--- config.mk ---
export PLATFORM = sky130hd
export DESIGN_NAME = div_unit_flat
export DESIGN_NICKNAME = d
export VERILOG_FILES = /design/src/rtl/div_if.sv /design/src/rtl/div_unit.sv /design/src/flat_wrapper.sv
export SDC_FILE = /design/constraint.sdc
export NUM_CORES = 1
export LEC_CHECK = 0
export CAP_MARGIN = 15
export CORE_MARGIN = 4
export CORE_UTILIZATION = 30
export DETAILED_ROUTE_END_ITERATION = 8
export GPL_ROUTABILITY_DRIVEN = 0
export HOLD_SLACK_MARGIN = 0.12
export SLEW_MARGIN = 30
export SYNTH_ARGS = -nofsm -noshare
export SYNTH_HDL_FRONTEND = slang
export SYNTH_SLANG_ARGS = --single-unit
--- constraint.sdc ---
create_clock -name clk -period 6.3 [get_ports clk]
set_input_delay 1.89 -clock clk [delete_from_list [all_inputs] [get_ports clk]]
set_output_delay 1.89 -clock clk [all_outputs]
set_load 0.02 [all_outputs]
--- src/rtl/div_if.sv ---
// Execute-stage <-> divider bus: level request in, registered {rem, quot} result out.
interface div_if #(parameter int WIDTH = 32);
   logic               signed_div_i;
   logic [WIDTH-1:0]   opdata1_i;
   logic [WIDTH-1:0]   opdata2_i;
   logic               start_i;
   logic               annul_i;
   logic [2*WIDTH-1:0] result_o;
   logic               ready_o;

   modport master (
      output signed_div_i, opdata1_i, opdata2_i, start_i, annul_i,
      input  result_o, ready_o
   );

   modport slave (
      input  signed_div_i, opdata1_i, opdata2_i, start_i, annul_i,
      output result_o, ready_o
   );
endinterface

--- src/rtl/div_unit.sv ---
// Radix-2 restoring divider for DIV/DIVU; one quotient bit per cycle, signs fixed up at the end.
module div_unit #(
   parameter int WIDTH = 32,
   parameter int ITERS = 32
) (
   input  logic  clk,
   input  logic  rst,
   div_if.slave  bus
);
   localparam int CW = $clog2(ITERS + 1);

   typedef enum logic [1:0] {FREE, BYZERO, ON, END} state_t;

   state_t             r_state, w_state;
   logic [2*WIDTH:0]   r_work, w_work;
   logic [WIDTH-1:0]   r_divisor, w_divisor;
   logic [CW-1:0]      r_cnt, w_cnt;
   logic               r_neg_q, w_neg_q;
   logic               r_neg_r, w_neg_r;
   logic [2*WIDTH-1:0] r_result, w_result;
   logic               r_ready, w_ready;

   logic [WIDTH:0]     w_diff;
   logic [2*WIDTH:0]   w_step;
   logic [WIDTH-1:0]   w_abs1, w_abs2, w_quot, w_rem;
   logic               w_sign1, w_sign2;

   assign bus.result_o = r_result;
   assign bus.ready_o  = r_ready;

   // Trial subtraction of the divisor from the current partial remainder
   assign w_diff = r_work[2*WIDTH:WIDTH] - {1'b0, r_divisor};
   assign w_step = w_diff[WIDTH] ? {r_work[2*WIDTH-1:0], 1'b0}
                                 : {w_diff[WIDTH-1:0], r_work[WIDTH-1:0], 1'b1};
   assign w_quot = r_neg_q ? -w_step[WIDTH-1:0]       : w_step[WIDTH-1:0];
   assign w_rem  = r_neg_r ? -w_step[2*WIDTH:WIDTH+1] : w_step[2*WIDTH:WIDTH+1];

   // abs(most-negative) wraps to itself, which is the right magnitude read as unsigned
   assign w_sign1 = bus.signed_div_i & bus.opdata1_i[WIDTH-1];
   assign w_sign2 = bus.signed_div_i & bus.opdata2_i[WIDTH-1];
   assign w_abs1  = w_sign1 ? -bus.opdata1_i : bus.opdata1_i;
   assign w_abs2  = w_sign2 ? -bus.opdata2_i : bus.opdata2_i;

   always_comb begin
      w_state   = r_state;
      w_work    = r_work;
      w_divisor = r_divisor;
      w_cnt     = r_cnt;
      w_neg_q   = r_neg_q;
      w_neg_r   = r_neg_r;
      w_result  = r_result;
      w_ready   = r_ready;
      if (bus.annul_i) begin
         w_state  = FREE;
         w_ready  = 1'b0;
         w_result = '0;
      end else begin
         unique case (r_state)
            FREE: begin
               if (bus.start_i) begin
                  if (bus.opdata2_i == '0) begin
                     w_state = BYZERO;
                  end else begin
                     w_state   = ON;
                     w_divisor = w_abs2;
                     w_work    = {{WIDTH{1'b0}}, w_abs1, 1'b0};
                     w_neg_q   = w_sign1 ^ w_sign2;
                     w_neg_r   = w_sign1;
                     w_cnt     = '0;
                  end
               end
            end
            BYZERO: begin
               w_state  = END;
               w_result = '0;
               w_ready  = 1'b1;
            end
            ON: begin
               if (!bus.start_i) begin
                  w_state  = FREE;
                  w_ready  = 1'b0;
                  w_result = '0;
               end else begin
                  w_work = w_step;
                  w_cnt  = r_cnt + 1'b1;
                  if (r_cnt == CW'(ITERS - 1)) begin
                     w_state  = END;
                     w_result = {w_rem, w_quot};
                     w_ready  = 1'b1;
                  end
               end
            end
            END: begin
               if (!bus.start_i) begin
                  w_state  = FREE;
                  w_ready  = 1'b0;
                  w_result = '0;
               end
            end
            default: w_state = FREE;
         endcase
      end
   end

   always_ff @(posedge clk) begin
      if (rst) begin
         r_state   <= FREE;
         r_work    <= '0;
         r_divisor <= '0;
         r_cnt     <= '0;
         r_neg_q   <= 1'b0;
         r_neg_r   <= 1'b0;
         r_result  <= '0;
         r_ready   <= 1'b0;
      end else begin
         r_state   <= w_state;
         r_work    <= w_work;
         r_divisor <= w_divisor;
         r_cnt     <= w_cnt;
         r_neg_q   <= w_neg_q;
         r_neg_r   <= w_neg_r;
         r_result  <= w_result;
         r_ready   <= w_ready;
      end
   end
endmodule

--- src/flat_wrapper.sv ---
// flat-port wrapper written by rule: the top's interface ports become plain ports
module div_unit_flat 
#(
   parameter int WIDTH = 32,
   parameter int ITERS = 32
)
  (clk, rst, bus_signed_div_i, bus_opdata1_i, bus_opdata2_i, bus_start_i, bus_annul_i, bus_result_o, bus_ready_o);
  div_if #(.WIDTH(WIDTH)) bus_i ();
  input  logic clk;
  input  logic rst;
  input wire logic [$bits(bus_i.signed_div_i)-1:0] bus_signed_div_i;
  input wire logic [$bits(bus_i.opdata1_i)-1:0] bus_opdata1_i;
  input wire logic [$bits(bus_i.opdata2_i)-1:0] bus_opdata2_i;
  input wire logic [$bits(bus_i.start_i)-1:0] bus_start_i;
  input wire logic [$bits(bus_i.annul_i)-1:0] bus_annul_i;
  output wire logic [$bits(bus_i.result_o)-1:0] bus_result_o;
  output wire logic [$bits(bus_i.ready_o)-1:0] bus_ready_o;
  assign bus_i.signed_div_i = bus_signed_div_i;
  assign bus_i.opdata1_i = bus_opdata1_i;
  assign bus_i.opdata2_i = bus_opdata2_i;
  assign bus_i.start_i = bus_start_i;
  assign bus_i.annul_i = bus_annul_i;
  assign bus_result_o = bus_i.result_o;
  assign bus_ready_o = bus_i.ready_o;
  div_unit #(.WIDTH(WIDTH), .ITERS(ITERS)) u_core (.clk(clk), .rst(rst), .bus(bus_i));
endmodule
Yosys cells after proc, flatten, opt, wreduce, memory -nomap -nowiden

Index checks and enable logic that the tools add are counted.

Flip-flop bits (word level): 172
Input port bits: 69
Output and inout bits: 65
Logic and storage cells: 64

Add/subtract/negate cells: 6
Equal/unequal tests: 9
Mux-type cells: 27
Bitwise operators: 5
Reduce and logical (&&, ||, !) cells: 9

Operators by type and width:

| kind                                                 | count |
|---|---|
| two-way mux 65 bit                                   | 4 |
| two-way mux 64 bit                                   | 3 |
| case mux 64 bit (3 select lines)                     | 1 |
| case mux 65 bit (2 select lines)                     | 1 |
| two-way mux 32 bit                                   | 4 |
| negator 32 bit                                       | 4 |
| subtractor 33 x 32 -> 33 bit                         | 1 |
| logical NOT 32 bit                                   | 1 |
| two-way mux 6 bit                                    | 3 |
| case mux 6 bit (2 select lines)                      | 1 |
| two-way mux 2 bit                                    | 5 |
| != test 2 bit (second input constant)                | 4 |
| case mux 2 bit (4 select lines)                      | 1 |
| adder 6 x 1 -> 6 bit (second input constant)         | 1 |
| equality test 6 x 5 -> 1 bit (second input constant) | 1 |
| AND reduction 3 bit                                  | 2 |
| AND reduction 5 bit                                  | 1 |
| equality test 2 bit (second input constant)          | 2 |
| AND reduction 4 bit                                  | 1 |
| two-way mux 1 bit                                    | 3 |
| != test 3 x 2 -> 1 bit (second input constant)       | 1 |
| case mux 1 bit (3 select lines)                      | 1 |
| nonzero test 3 bit                                   | 1 |
| AND 1 bit                                            | 2 |
| 6 further kinds                                      | 7 |

Depth between registers and ports, before layout

Depth after elaboration: 7
Gate-level depth with buffers: 25
Gate-level depth less buffers: 22

Worst setup path before layout

No wires, ideal clock.

Kind: register to register
Start: reg u_core.r_work[32]
End: reg u_core.r_result[26], in the netlist u_core.bus.result_o[26]
Arrival time: 4.587 ns
Data required time: 6.172 ns
Path slack: 1.586 ns
Cell stages (with the launch flop): 26
Buffers on the path: 4
Clock period less this slack: 4.714 ns
Cell sequence: dfxtp_1 > inv_1 > ha_1 > inv_1 > fa_1 > a211oi_1 > o211a_1 > o21a_1 > nor3b_2 > o2111a_2 > nor3_2 > nor2_4 > inv_2 > buf_2 > buf_4 > buf_2 > ha_1 > inv_1 > or3_1 > clkbuf_1 > o31ai_1 > nand2_1 > a21oi_1 > xnor2_1 > a22oi_1 > nor2_1

Cells in the longest elaborated chain, start to end: 7

Ends and longest elaborated chain:

| item                             | line            | source |
|---|---|---|
| from (decl)                      | div_unit.sv:15  | `logic [2*WIDTH:0] r_work, w_work;` |
| from (signal assigned)           | div_unit.sv:117 | `r_work <= w_work;` |
| subtractor 33 x 32 -> 33 bit     | div_unit.sv:32  | `assign w_diff = r_work[2*WIDTH:WIDTH] - {1'b0, r_divisor};` |
| two-way mux 65 bit               | div_unit.sv:33  | `assign w_step = w_diff[WIDTH] ? {r_work[2*WIDTH-1:0], 1'b0}` |
| negator 32 bit                   | div_unit.sv:35  | `assign w_quot = r_neg_q ? -w_step[WIDTH-1:0] : w_step[WIDTH-1:0];` |
| two-way mux 32 bit               | div_unit.sv:35  |  |
| two-way mux 64 bit               | div_unit.sv:86  | `if (r_cnt == CW'(ITERS - 1)) begin` |
| two-way mux 64 bit               | div_unit.sv:79  | `if (!bus.start_i) begin` |
| case mux 64 bit (3 select lines) | div_unit.sv:58  | `unique case (r_state)` |
| to (signal assigned)             | div_unit.sv:122 | `r_result <= w_result;` |
| to (decl)                        | div_unit.sv:20  | `logic [2*WIDTH-1:0] r_result, w_result;` |

Every way passes these cells. The select of a mux whose other input is x is not followed.
A chain may end at the register's enable or synchronous reset.

Worst setup path in the final report

Start: reg u_core.r_divisor[0]
End: reg u_core.r_result[62], in the netlist u_core.bus.result_o[62]

Cells in the longest elaborated chain, start to end: 7

Ends and longest elaborated chain:

| item                               | line            | source |
|---|---|---|
| from (decl)                        | div_unit.sv:16  | `logic [WIDTH-1:0] r_divisor, w_divisor;` |
| from (signal assigned)             | div_unit.sv:118 | `r_divisor <= w_divisor;` |
| subtractor 33 x 32 -> 33 bit *     | div_unit.sv:32  |  |
| two-way mux 65 bit *               | div_unit.sv:33  |  |
| negator 32 bit                     | div_unit.sv:36  | `assign w_rem = r_neg_r ? -w_step[2*WIDTH:WIDTH+1] : w_step[2*WIDTH:WIDTH+1];` |
| two-way mux 32 bit *               | div_unit.sv:36  |  |
| two-way mux 64 bit *               | div_unit.sv:86  |  |
| two-way mux 64 bit *               | div_unit.sv:79  |  |
| case mux 64 bit (3 select lines) * | div_unit.sv:58  |  |

Mark *: on every way between the ends. The rest lies on a longest branch, timed or not. The select of a mux whose other input is x is not followed.

==> results <==
- For this run, global-route usage on met1 was measured as 0.256.
- The die footprint is 42000 sq um.
- After the last flow step, the layout net total stands at 1719.
- The die is 205 um tall.
- In the post-synthesis netlist, the cell with the most instances is sky130_fd_sc_hd__nor2_1.
- The clock drives 172 sinks.
- After global routing, the most crowded layer is met2.
- The number of warnings reported in the yosys synthesis log is 0.
- The routed wire length is 39100 um.
- Setup violations remaining at the end of the flow were counted as 0.
- The number of inserted diodes is 0.
- The number of nets in the synthesized netlist is 1643.
- The starting DRC count in detailed routing is 930.
- VDD sags by at most 0.157 mV.
- The number of antenna violations at the first check in global routing was 0.
- Of the total power, the clock network draws 0.400.
- The flow ran to the end, and the final reports show no timing, DRC or antenna violations.
- The number of buffers inserted by port buffering is 133.
- The region available for standard cell placement spans 37900 sq um.
- The total placed instance area is 13400 sq um.
- The total vias in the final route is 11542.
- The total power divided by cell area is 201 nW/um^2.
- The total internal power is 1880 uW.
- The number of enable-type register cells in the synthesized netlist is 0.
- The CTS tree is built.
- The flip-flop cell with the highest count after synthesis is sky130_fd_sc_hd__dfxtp_1.
- STA classifies the critical path startpoint as a register.
- At the pin with the least slew margin, the transition time is 0.879 ns.
- After routing the design area is 14000 sq um.
- The worst path meets setup with 0.837 ns of slack.
- Across every metal layer, demand over resource in global routing totals 0.181.
- Summed over all layers, the global routing overflow is 0.
- Once detailed placement completed, the half-perimeter wirelength came to 29200 um.
- The path type of the worst min-delay path is register to register.
- For this run, global-route usage on met2 was measured as 0.284.
- The clock passes through at most 2 buffers.
- The count of max-cap constraint violations is 0.
- For this run, the register share of the synthesized area comes to 0.296.
- In this run the tightest slew margin relative to its limit is 0.414.
- The filler cells instantiated in the layout total 4005.
- On the final layout, the worst clock skew is 0.0260 ns.
- The setup TNS is 0 ns.
- Counting flops with an async set or reset pin after synthesis yields a share of 0.
- The met3 usage is 0.0325.
- The top achievable clock speed is 0.183 GHz.
- Among all stages on the critical path, the largest delay is contributed by sky130_fd_sc_hd__o41a_1.
- The worst setup path is captured at a register.
- The cell at the root of the clock tree is sky130_fd_sc_hd__clkbuf_16.
- The worst register-to-register path has a setup slack of 0.84 ns.
- The initial utilization of the core area, before any placement, comes to 0.307.
- The number of hold buffers added after CTS was 0.
- The number of DRC violations after detailed routing is 0.
- Setup repair after global routing left no endpoint under its margin.
- In this run the remaining antenna-violating nets after routing total 0.
- Sorting the synthesized cells by area gives the leading types as sky130_fd_sc_hd__dfxtp_1 (30%), sky130_fd_sc_hd__nor2_1 (7.4%), sky130_fd_sc_hd__xnor2_1 (5.2%).
- The final-report hold violation count was 0.
- The via count of the first global-routing pass is 10838.
- At the worst endpoint, the required time is 6.61 ns.
- The share of total power dissipated in combinational logic is 0.196.
- The biggest area consumer among synthesized cells is sky130_fd_sc_hd__dfxtp_1.
- The placement-stage worst setup slack is 0.538 ns.
- Subtracting the final worst setup slack from the clock period gives 5.46 ns.
- The per-instance average area after synthesis is 7.57 sq um.
- The static leakage power is 0.00509 uW.
- In the final routed layout, each cell accounts on average for 18.3 um.
- Clock-pin slew was measured on the worst setup and hold paths at 0.08 ns.
- Entering global routing, the biggest net connects 97 pins.
- Walking the worst path, the cells encountered are ha_1 -> inv_1 -> fa_1 -> a211oi_1 -> o211a_1 -> o21a_1 -> nor3b_2 -> o2111a_2 -> o21a_4 -> nor2_4 -> buf_4 -> mux2i_1 -> ha_1 -> inv_1 -> o41a_1 -> o31ai_1 -> xor2_1 -> o21ai_1.
- The cell count after synthesis came out at 1536.
- The biggest cell delay along the critical path is 0.51 ns.
- The count of unique library cells instantiated by Yosys is 83.
- Synthesis inferred 172 register bits.
- Of the total power, the share spent switching nets is 0.333.
- The commonest cells after synthesis are sky130_fd_sc_hd__nor2_1 (229), sky130_fd_sc_hd__dfxtp_1 (172), sky130_fd_sc_hd__nand2_1 (129).
- The share of total power dissipated in sequential elements is 0.405.
- The first global-routing pass estimated 61100 um of wire.
- The synthesized cell area is 11600 sq um.
- For this design the total switching power over the nets is 939 uW.
- In this run the number of H-tree levels came out at 4.
- The maximum fanout encountered on the critical timing path is 29.
- The floorplan has 71 rows.
- The relative area change from synthesis to final layout is 20.6%.
- Once the clock tree was built, the resizer swapped 0 gates to a different size.
- The share of the clock period used by the worst path is 0.867.
- The first-pass detailed-route iteration total is 5.
- The path type of the worst setup path is register to register.
- The die width is 205 um.
- The share of the synthesized area in the top cell type is 0.296.
- At the end of the flow the core is filled with cells to 0.370.
- For this design the top-level I/O count stands at 134.
- The post-CTS setup buffer count is 0.
- Dividing the detail-routed via count by the number of cells gives 5.40.
- The number of clock buffers added by TritonCTS is 17.
- The critical path arrival is 5.77 ns.
- The number of max-slew violations in the final report is 0.
- The clock latency at the later pin of the worst-skew pair is 0.45 ns.
- The share of post-route cells with drive strength above 1 is 0.0566.
worst max-delay path: cells and delay by family (launching register included):
kind,cells,cell delay (ns)
AO/OA/AOI/OAI,8,2.48
adder cells (fa/ha/maj),3,0.92
buffers and inverters,3,0.60
flip-flops,1,0.47
multiplexers,1,0.35
AND/OR/NAND/NOR,2,0.27
XOR/XNOR,1,0.22
kinds of logic (layout without fill, tap and decap cells):
logic type                 after synthesis  count (layout)  synth area share
and+or+nand+nor                        535             535             0.211
AOI/OAI and AO/OA                      487             487             0.279
DFF                                    172             172             0.296
buffers and inverters                  147             236            0.0505
xor gates and xnor gates               136             136             0.102
adders and majority gates               38              38            0.0415
muxes                                   21              21            0.0190
final cells by class:
class | count | area [sq um] | share of cell area
multi-input cells | 1217 | 7640 | 0.545
flip-flops and latches | 172 | 3440 | 0.246
repair buffers | 148 | 1450 | 0.104
well taps | 511 | 639 | 0.0456
clock buffers | 17 | 425 | 0.0303
clock inverters | 15 | 211 | 0.0151
inverters | 56 | 210 | 0.0150
final timing paths:
| check | start | to | cells after the start |
|---|---|---|---|
| max reg2reg | u_core.r_divisor[0]$_SDFFE_PP0P_ | u_core.bus.result_o[62]$_SDFFE_PP0P_ | 18 |
| min reg2reg | u_core.bus.result_o[40]$_SDFFE_PP0P_ | u_core.bus.result_o[40]$_SDFFE_PP0P_ | 2 |
| min | u_core.bus.result_o[40]$_SDFFE_PP0P_ | u_core.bus.result_o[40]$_SDFFE_PP0P_ | 2 |
| max | u_core.r_divisor[0]$_SDFFE_PP0P_ | u_core.bus.result_o[62]$_SDFFE_PP0P_ | 18 |
routing by layer:
layer  wire [um]  up-vias
li1            -     5708
met5           0        -
met4         940        0
met2       17400      394
met1       18100     5376
met3        2620       64
registers in the layout, summed over array words and instances (netlist names):
signal / count
u_core.bus.ready_o: 1
u_core.r_neg_q: 1
u_core.r_state: 2
u_core.bus.result_o: 64
u_core.r_cnt: 6
u_core.r_divisor: 32
u_core.r_neg_r: 1
u_core.r_work: 65
placed cells by master, fill, tap and decap left out, types with 21 or more instances in the layout:
cell / synthesis / routed
sky130_fd_sc_hd__o21ai_0: 76 / 76
sky130_fd_sc_hd__xor2_1: 67 / 67
sky130_fd_sc_hd__ha_1: 37 / 37
sky130_fd_sc_hd__dfxtp_1: 172 / 172
sky130_fd_sc_hd__nor3_1: 35 / 35
sky130_fd_sc_hd__o21ai_1: 22 / 21
sky130_fd_sc_hd__xnor2_1: 69 / 69
sky130_fd_sc_hd__inv_1: 55 / 55
sky130_fd_sc_hd__nand2_1: 129 / 128
sky130_fd_sc_hd__clkdlybuf4s50_1: 0 / 132
sky130_fd_sc_hd__nor2_1: 229 / 228
sky130_fd_sc_hd__o31ai_1: 28 / 28
sky130_fd_sc_hd__a22oi_1: 62 / 62
sky130_fd_sc_hd__a21oi_1: 118 / 118
sky130_fd_sc_hd__a211oi_1: 67 / 67
metrics by stage:
step / power, uW / hold slack [ns] / cells
after global routing: 2950 / 0.480 / 2136
after CTS: 2840 / 0.456 / 2136
after global placement: 1700 / 0.437 / 2104
after floorplan: 1530 / 0.446 / 1536
after detailed placement: 1710 / 0.442 / 2104
final: 2820 / 0.450 / 2136
power by group through the flow:
stage | sequential, uW | clock (uW) | combinational [uW]
global route | 1150 | 1200 | 608
global placement | 1170 | 0 | 539
CTS | 1140 | 1150 | 546
floorplan | 1160 | 0 | 371
detailed placement | 1170 | 0 | 543
finish | 1140 | 1130 | 552
(Power assumes the default switching activity.)
